===== src/rtl/cpu_control_fsm_pkg.sv =====
// Shared definitions for the simple_cpu control unit: opcodes, ALU ops,
// register-file write sources, FSM states and the decoded-instruction bundle.
package cpu_control_fsm_pkg;

  // Instruction opcodes (ir[7:4]); 9..E are undefined and run as NOP.
  localparam logic [3:0] OP_NOP = 4'h0;
  localparam logic [3:0] OP_ADD = 4'h1;
  localparam logic [3:0] OP_SUB = 4'h2;
  localparam logic [3:0] OP_AND = 4'h3;
  localparam logic [3:0] OP_OR  = 4'h4;
  localparam logic [3:0] OP_MOV = 4'h5;
  localparam logic [3:0] OP_LDI = 4'h6;
  localparam logic [3:0] OP_JMP = 4'h7;
  localparam logic [3:0] OP_JZ  = 4'h8;
  localparam logic [3:0] OP_HLT = 4'hF;

  typedef enum logic [2:0] {
    ALU_ADD  = 3'd0,
    ALU_SUB  = 3'd1,
    ALU_AND  = 3'd2,
    ALU_OR   = 3'd3,
    ALU_PASS = 3'd7
  } alu_op_e;

  typedef enum logic [1:0] {
    WSEL_ALU = 2'd0,
    WSEL_IMM = 2'd1,
    WSEL_B   = 2'd2
  } wsel_e;

  typedef enum logic [2:0] {
    S_FETCH,
    S_DECODE,
    S_IMM,
    S_EXEC,
    S_WB,
    S_HALT
  } state_e;

  // Instruction class flags produced by the decoder.
  typedef struct packed {
    logic    is_alu;
    logic    is_mov;
    logic    needs_imm;
    logic    is_ldi;
    logic    is_jmp;
    logic    is_jz;
    logic    is_hlt;
    logic    illegal;
    alu_op_e alu_op;
  } decode_t;

endpackage


===== src/rtl/cpu_control_fsm_decoder.sv =====
// Combinational opcode decoder: classifies the latched opcode for the FSM.
module cpu_control_fsm_decoder
  import cpu_control_fsm_pkg::*;
(
  input  logic [3:0] opcode,
  output decode_t    dec
);

  // Map each opcode to its class flags and ALU operation.
  always_comb begin
    // NOTE: every combinational output gets a default first so no path can infer a latch.
    dec        = '0;
    dec.alu_op = ALU_ADD;
    case (opcode)
      OP_NOP: ;
      OP_ADD: begin dec.is_alu = 1'b1; dec.alu_op = ALU_ADD; end
      OP_SUB: begin dec.is_alu = 1'b1; dec.alu_op = ALU_SUB; end
      OP_AND: begin dec.is_alu = 1'b1; dec.alu_op = ALU_AND; end
      OP_OR:  begin dec.is_alu = 1'b1; dec.alu_op = ALU_OR;  end
      OP_MOV: begin dec.is_mov = 1'b1; dec.alu_op = ALU_PASS; end
      OP_LDI: begin dec.needs_imm = 1'b1; dec.is_ldi = 1'b1; end
      OP_JMP: begin dec.needs_imm = 1'b1; dec.is_jmp = 1'b1; end
      OP_JZ:  begin dec.needs_imm = 1'b1; dec.is_jz  = 1'b1; end
      OP_HLT: dec.is_hlt = 1'b1;
      default: dec.illegal = 1'b1;
    endcase
  end

endmodule


===== src/rtl/cpu_control_fsm.sv =====
// Multi-cycle control unit for simple_cpu: fetches 1- or 2-byte instructions,
// holds IR/IMM and sequences PC, register file, ALU and zero flag.
module cpu_control_fsm
  import cpu_control_fsm_pkg::*;
#(
  parameter int PC_W   = 4,
  parameter int DATA_W = 8,
  parameter int RA_W   = 2
) (
  input  logic              clk,
  input  logic              reset,
  input  logic              run_en,
  input  logic [DATA_W-1:0] instr,
  input  logic              zero_flag,
  output logic              pc_inc,
  output logic              pc_load,
  output logic [PC_W-1:0]   pc_load_val,
  output logic [RA_W-1:0]   rf_raddr_a,
  output logic [RA_W-1:0]   rf_raddr_b,
  output logic              rf_we,
  output logic [RA_W-1:0]   rf_waddr,
  output logic [1:0]        rf_wsel,
  output logic [DATA_W-1:0] imm,
  output logic [2:0]        alu_op,
  output logic              flag_we,
  output logic              illegal,
  output logic              halted
);

  state_e            state, state_nxt;
  logic [DATA_W-1:0] ir;
  logic              ir_load, imm_load;
  decode_t           dec;

  cpu_control_fsm_decoder u_decoder (
    .opcode (ir[DATA_W-1 -: 4]),
    .dec    (dec)
  );

  // Register fields come straight from IR, so they stay stable EXEC through WB.
  assign rf_raddr_a  = ir[3:2];
  assign rf_raddr_b  = ir[1:0];
  assign rf_waddr    = ir[3:2];
  assign pc_load_val = imm[PC_W-1:0];

  // State register; reset abandons any instruction in flight.
  always_ff @(posedge clk or posedge reset) begin
    // NOTE: sequential state uses non-blocking assignments so all flops update together.
    if (reset) state <= S_FETCH;
    else       state <= state_nxt;
  end

  // Instruction and immediate registers.
  always_ff @(posedge clk or posedge reset) begin
    // NOTE: IR/IMM are plain registers (not a memory array), so they take the reset and read back 0.
    if (reset) begin
      ir  <= '0;
      imm <= '0;
    end else begin
      if (ir_load)  ir  <= instr;
      if (imm_load) imm <= instr;
    end
  end

  // Next-state and strobe decode from state + IR.
  always_comb begin
    state_nxt = state;
    ir_load   = 1'b0;
    imm_load  = 1'b0;
    pc_inc    = 1'b0;
    pc_load   = 1'b0;
    rf_we     = 1'b0;
    rf_wsel   = WSEL_ALU;
    alu_op    = ALU_ADD;
    flag_we   = 1'b0;
    illegal   = 1'b0;
    halted    = 1'b0;
    case (state)
      S_FETCH: begin
        // Gate with reset so no PC step is requested while reset is held.
        if (run_en && !reset) begin
          ir_load   = 1'b1;
          pc_inc    = 1'b1;
          state_nxt = S_DECODE;
        end
      end
      S_DECODE: begin
        illegal = dec.illegal;
        if (dec.is_hlt)                  state_nxt = S_HALT;
        else if (dec.needs_imm)          state_nxt = S_IMM;
        else if (dec.is_alu || dec.is_mov) state_nxt = S_EXEC;
        else                             state_nxt = S_FETCH;
      end
      S_IMM: begin
        imm_load  = 1'b1;
        pc_inc    = 1'b1;
        state_nxt = dec.is_ldi ? S_WB : S_EXEC;
      end
      S_EXEC: begin
        if (dec.is_alu || dec.is_mov) begin
          alu_op    = dec.alu_op;
          state_nxt = S_WB;
        end else begin
          pc_load   = dec.is_jmp || (dec.is_jz && zero_flag);
          state_nxt = S_FETCH;
        end
      end
      S_WB: begin
        rf_we = 1'b1;
        if (dec.is_alu || dec.is_mov) alu_op = dec.alu_op;
        flag_we = dec.is_alu;
        if (dec.is_ldi)      rf_wsel = WSEL_IMM;
        else if (dec.is_mov) rf_wsel = WSEL_B;
        else                 rf_wsel = WSEL_ALU;
        state_nxt = S_FETCH;
      end
      S_HALT: halted = 1'b1;
      default: state_nxt = S_FETCH;
    endcase
  end

endmodule

===== config.mk =====
export PLATFORM = sky130hd
export DESIGN_NAME = cpu_control_fsm
export DESIGN_NICKNAME = d
export VERILOG_FILES = /design/src/rtl/cpu_control_fsm_pkg.sv /design/src/rtl/cpu_control_fsm_decoder.sv /design/src/rtl/cpu_control_fsm.sv
export SDC_FILE = /design/constraint.sdc
export NUM_CORES = 1
export LEC_CHECK = 0
export BUFFER_PORTS_ARGS = -buffer_cell sky130_fd_sc_hd__buf_2
export CAP_MARGIN = 5
export CORE_AREA = 2 2 62 70
export CTS_CLUSTER_SIZE = 20
export DETAILED_ROUTE_END_ITERATION = 8
export DIE_AREA = 0 0 64 72
export PLACE_DENSITY = 0.56
export SYNTH_ARGS = -nofsm -noshare
export SYNTH_HDL_FRONTEND = slang
export SYNTH_HIERARCHICAL = 1
export SYNTH_SLANG_ARGS = --single-unit

===== constraint.sdc =====
create_clock -name clk -period 1.8 [get_ports clk]
set_input_delay 0.36 -clock clk [delete_from_list [all_inputs] [get_ports clk]]
set_output_delay 0.36 -clock clk [all_outputs]
set_load 0.02 [all_outputs]

Yosys cells after proc, flatten, opt, wreduce, memory -nomap -nowiden. Cells that the tools add are included.

Register bits after elaboration: 19. Word-level logic and storage cells: 62.

Equal/unequal tests: 15. Muxes and demuxes: 31. Bitwise gates (word level): 1. Reductions and logical operators: 12.

Operators by type and width (count): $mux 3 (6); $mux 1 (17); $eq 4x3->1 const B (4); $pmux 3 s5 (1); $pmux 3 s4 (1); $mux 2 (5); $reduce_or 10->1 (1); $eq 4x2->1 const B (2); $eq 4x4->1 const B (2); $eq 3x2->1 const B (2); $eq 3x3->1 const B (2); $eq 4x1->1 const B (1); $logic_not 4->1 (1); $reduce_or 4->1 (1); $eq 3x1->1 const B (1); $logic_not 3->1 (1); $reduce_or 3->1 (1); $logic_and 1x1->1 (2); $logic_or 1x1->1 (2); $ne 2x2->1 const B (1); $pmux 1 s2 (1); $reduce_and 2->1 (1); $reduce_or 2->1 (1); $logic_not 1->1 (1); $not 1->1 (1).

Logic depth before layout (Yosys ltp).
Depth after elaboration: 8. Gate-level depth with buffers: 6. Mapped depth without buffers: 5.

Cells and area by module. Netlist, hierarchy kept.

By module, submodules not included: cpu_control_fsm (times used 1, cells an instance 84, area an instance 993.5 µm², sequential area each 475.5 µm²); cpu_control_fsm_decoder (times used 1, cells an instance 21, area an instance 155.1 µm², sequential area each 0.0 µm²).

Worst setup path before layout. Ideal clock, no wire load.

Path type: register to output. Start point: register ir[6]. End point: output pc_load. Arrival time: 1546 ps. Data required time: 1440 ps. Slack: -106 ps. Stages on the path, launching flop included: 4. Buffers on the path: 0. Cell sequence: dfrtp_1 -> nor3_4 -> nor3_1 -> nor4_1.

RTL lines: from (decl) (RTL line cpu_control_fsm.sv:31) `logic [DATA_W-1:0] ir;`; from (signal assigned) (RTL line cpu_control_fsm.sv:60) `if (ir_load) ir <= instr;`; to (decl) (RTL line cpu_control_fsm.sv:16) `output logic pc_load,`.

==> results_tabular.tex <==
\begin{tabular}{lr}
\hline
Metric & Value \\
\hline
\multicolumn{2}{l}{\textbf{Run status}} \\
\quad Result of the run & finished with violations \\
\quad Failing checks & negative setup slack \\
\multicolumn{2}{l}{\textbf{Placed design}} \\
\quad Final GP Congestion & 0.782 \\
\quad Total of buffers placed on input and output ports & 40 \\
\quad Final HPWL from detailed placement & $\sim$2000 um \\
\multicolumn{2}{l}{\textbf{Yosys}} \\
\quad Library cell occupying the most area in the post-synthesis netlist & sky130\_fd\_sc\_hd\_\_dfrtp\_1 \\
\quad Post-synthesis async set-or-reset flop share & 1.00 \\
\quad Count of mapped cells out of synthesis & 105 \\
\quad Most used flip-flop cell after synthesis & sky130\_fd\_sc\_hd\_\_dfrtp\_1 \\
\quad Share of the synthesized area in compound gates (AO/OA/AOI/OAI) & 0.0926 \\
\quad Commonest cells post-synth & sky130\_fd\_sc\_hd\_\_dfrtp\_1, sky130\_fd\_sc\_hd\_\_mux2\_2, sky130\_fd\_sc\_hd\_\_buf\_4, sky130\_fd\_sc\_hd\_\_nor2\_1 \\
\quad Number of warnings printed during yosys synthesis & 6 \\
\quad Synth top area cells & sky130\_fd\_sc\_hd\_\_dfrtp\_1, sky130\_fd\_sc\_hd\_\_mux2\_2, sky130\_fd\_sc\_hd\_\_buf\_4, sky130\_fd\_sc\_hd\_\_and2\_1, sky130\_fd\_sc\_hd\_\_nand2b\_1 \\
\quad Count of cell types in the netlist & 36 \\
\quad Main combinational cell family by area after synthesis & simple AND/OR/NAND/NOR gates \\
\quad Share of the synthesized area in the top cell type & 0.414 \\
\quad Post-synthesis share of cell area spent on xor and xnor gates & 0 \\
\quad Area share of and/or/nand/nor cells after synthesis & 0.225 \\
\quad Synthesized area per cell & around 11 um\^{}2 \\
\quad Most numerous cell in the Yosys netlist & sky130\_fd\_sc\_hd\_\_dfrtp\_1 \\
\quad Synth Cell Area & between 0.001 and 0.0015 mm\^{}2 \\
\quad Number of enable flip-flop cells after synthesis & 0 \\
\quad Post-synthesis register bit count & 19 \\
\quad Sequential fraction of the synthesis area & 0.414 \\
\quad Net count after synthesis & 117 \\
\quad Area share of fa/ha/maj cells after synthesis & 0 \\
\quad Share of cell area taken by muxes after synthesis & 0.157 \\
\multicolumn{2}{l}{\textbf{Route}} \\
\quad Post-DR wirelength/cell & 12.3 um \\
\quad Routed wire length & about 2600 um \\
\quad Vias & 960 \\
\quad Router iterations before antenna repair & 4 \\
\quad Final ANT Viol Nets & 0 \\
\quad Iteration-0 DRC count of the detailed router & 24 \\
\quad Drt drc & 0 \\
\quad Average via count per standard cell & 4.49 \\
\multicolumn{2}{l}{\textbf{Hold path}} \\
\quad Worst hold path type & input port to asynchronous set/reset pin \\
\multicolumn{2}{l}{\textbf{Finish}} \\
\quad Fin nets & $\sim$180 \\
\quad Filler Cells Inserted & 377 \\
\quad Antenna cell count & 0 \\
\quad Area added between synthesis and finish & 50.5\% \\
\quad Fraction of final layout cells with drive strength greater than 1 & 0.691 \\
\quad Final core utilization & 0.446 \\
\multicolumn{2}{l}{\textbf{Clock tree}} \\
\quad Total number of H-tree levels & 1 \\
\quad TritonCTS sink count & 19 \\
\quad TritonCTS clock tree & done \\
\quad Post-cts hold buffer count & 0 \\
\quad Reg clk slew, reported paths & 0.07 ns \\
\quad Clock network latency to the later pin of the worst-skew pair & between 0.2 and 0.3 ns \\
\quad Clock Tree Buf Depth & 2 \\
\quad TritonCTS buffer count & 3 \\
\quad Library cell used as clock root buffer & sky130\_fd\_sc\_hd\_\_clkbuf\_8 \\
\multicolumn{2}{l}{\textbf{Power and ir drop}} \\
\quad Cell Pwr Density & 1930 mW/mm\^{}2 \\
\quad Worst vdd rail ir drop & 0.928 mV \\
\quad Static leakage power & 0.803 nW \\
\multicolumn{2}{l}{\textbf{Global route}} \\
\quad Largest net degree at the start of global routing & 20 \\
\quad Residual overflow from global routing & 0 \\
\quad Overall routing resource usage & 0.116 \\
\quad Antenna violations before repair & 0 \\
\quad First-pass GRT wire length & between 4000 and 5000 um \\
\quad Via count of the first global-routing pass & 990 \\
\multicolumn{2}{l}{\textbf{Critical path}} \\
\quad Worst EP required & 1.44 ns \\
\quad Critical Path End Type & primary output \\
\quad Reg2Reg Launch Point & state[2] \\
\quad Element type at the critical path start & register \\
\quad Largest fanout on the critical path & 4 \\
\quad Arrival time at the worst endpoint & $\sim$1.6 ns \\
\quad Crit path launch & ir[6] \\
\quad Type of the worst setup path & register to primary output \\
\quad R2R setup slack & 0.19 ns \\
\multicolumn{2}{l}{\textbf{Floorplanning}} \\
\quad Chip Height & 72 um \\
\quad Initial core utilization & 0.297 \\
\quad Row count & 24 \\
\quad Width of the die & 64 um \\
\quad \# IOs & 41 \\
\quad Area of the core & 0.00387 mm\^{}2 \\
\quad Die area & around 0.0046 mm\^{}2 \\
\multicolumn{2}{l}{\textbf{STA}} \\
\quad Setup violation total in the final timing report & 6 \\
\quad Min setup slack post-route & -0.130 ns \\
\quad Final Skew & between 0.0008 and 0.0009 ns \\
\quad RSZ-0062 raised after global routing & true \\
\quad Worst slew pin tran & 0.281 ns \\
\quad Final min period & slightly below 2 ns \\
\quad Final hold slack & about 0.12 ns \\
\quad Final hold viol count & 0 \\
\quad Final Cycle Share & 1.07 \\
\quad Slew Limit Headroom & 0.811 \\
\quad Achievable Freq & 518 MHz \\
\quad Number of max-slew violations in the final report & 0 \\
\multicolumn{2}{l}{\textbf{Job}} \\
\quad Max cap viols & 0 \\
\hline
\end{tabular}
-- layout by cell type, fill, tap and decap left out, drive strengths merged --
cell type,synthesis,routed
a211o,1,1
a21oi,4,4
a22o,1,1
a22oi,1,1
a2bb2o,1,1
and2,5,5
and3,2,2
and3b,1,1
buf,14,67
clkbuf,0,4
dfrtp,19,19
inv,5,5
mux2,16,16
nand2,2,2
nand2b,6,6
nand3,1,1
nand3b,1,1
nor2,7,7
nor2b,1,1
nor3,2,2
nor3b,3,3
nor4,2,2
o21a,1,1
o21ai,1,1
o21bai,1,1
o22ai,2,2
o311ai,1,1
or2,2,2
or3b,2,2
-- layout make-up --
cell class              count  area (um^2)  share of cell area
multi-input cells          67          639               0.370
repair buffers             67          482               0.279
flip-flops and latches     19          479               0.277
well taps                  52         65.1              0.0376
clock buffers               4         45.0              0.0260
inverters                   5         18.8              0.0109
-- where the power goes --
group | internal, mW | leakage, nW | switching, mW
Clock | 0.157 | 0.0228 | 0.131
Sequential | 0.654 | 0.225 | 0.177
Combinational | 1.14 | 0.556 | 1.07
Total | 1.95 | 0.803 | 1.38
-- metrics by stage --
| step | setup WS (ns) | setup TNS, ns | cell area, um^2 | std cells | power, mW |
|---|---|---|---|---|---|
| after floorplan | -0.0234 | -0.0701 | 1160 | 105 | 2.13 |
| after global placement | 0.0772 | 0 | 1470 | 204 | 2.62 |
| after detailed placement | 0.00480 | 0 | 1470 | 204 | 2.65 |
| after CTS | -0.125 | -0.733 | 1630 | 210 | 3.16 |
| after global routing | -0.254 | -1.36 | 1730 | 214 | 3.55 |
| final | -0.130 | -0.649 | 1730 | 214 | 3.33 |
-- per-layer routing --
| layer | wire length, um | up-vias | GRT usage |
|---|---|---|---|
| li1 | - | 469 | - |
| met1 | 1030 | 446 | 0.130 |
| met2 | 1360 | 43 | 0.206 |
| met3 | 234 | 2 | 0.0357 |
| met4 | 8 | 0 | 0.0435 |
| met5 | 0 | - | 0 |
-- state kept, by name, indices dropped and copies added (netlist names) --
| register | count |
|---|---|
| imm | 8 |
| ir | 8 |
| state | 3 |
-- worst max-delay path: stages, from the launching register on --
cell,delay (ns)
sky130_fd_sc_hd__dfrtp_2,0.44
sky130_fd_sc_hd__nor3_4,0.23
sky130_fd_sc_hd__nor3_2,0.09
sky130_fd_sc_hd__buf_4,0.15
sky130_fd_sc_hd__nor4_2,0.23
sky130_fd_sc_hd__buf_4,0.18
-- worst paths after layout --
check	end	cells after the start
setup / recovery	pc_load	5
hold / removal	state[0]	3
max in group asynchronous	ir[4]	3
setup reg to reg	imm[2]	7
hold reg to reg	imm[4]	1
min in group clk	ir[3]	2
-- kinds of logic (layout without fill, tap and decap cells) --
group | after synthesis | after routing
AOI/OAI and AO/OA | 14 | 14
DFF | 19 | 19
buffers and inverters | 19 | 76
muxes | 16 | 16
and+or+nand+nor | 37 | 37
-- timing repair --
item                       in CTS  in global routing
setup endpoints to repair       9                 10
gates cloned                    0                  0
setup buffers                   2                  4
gates resized for setup        27                 18
pin swaps                       5                  3
Note: power is estimated with default switching activity, not from simulation.
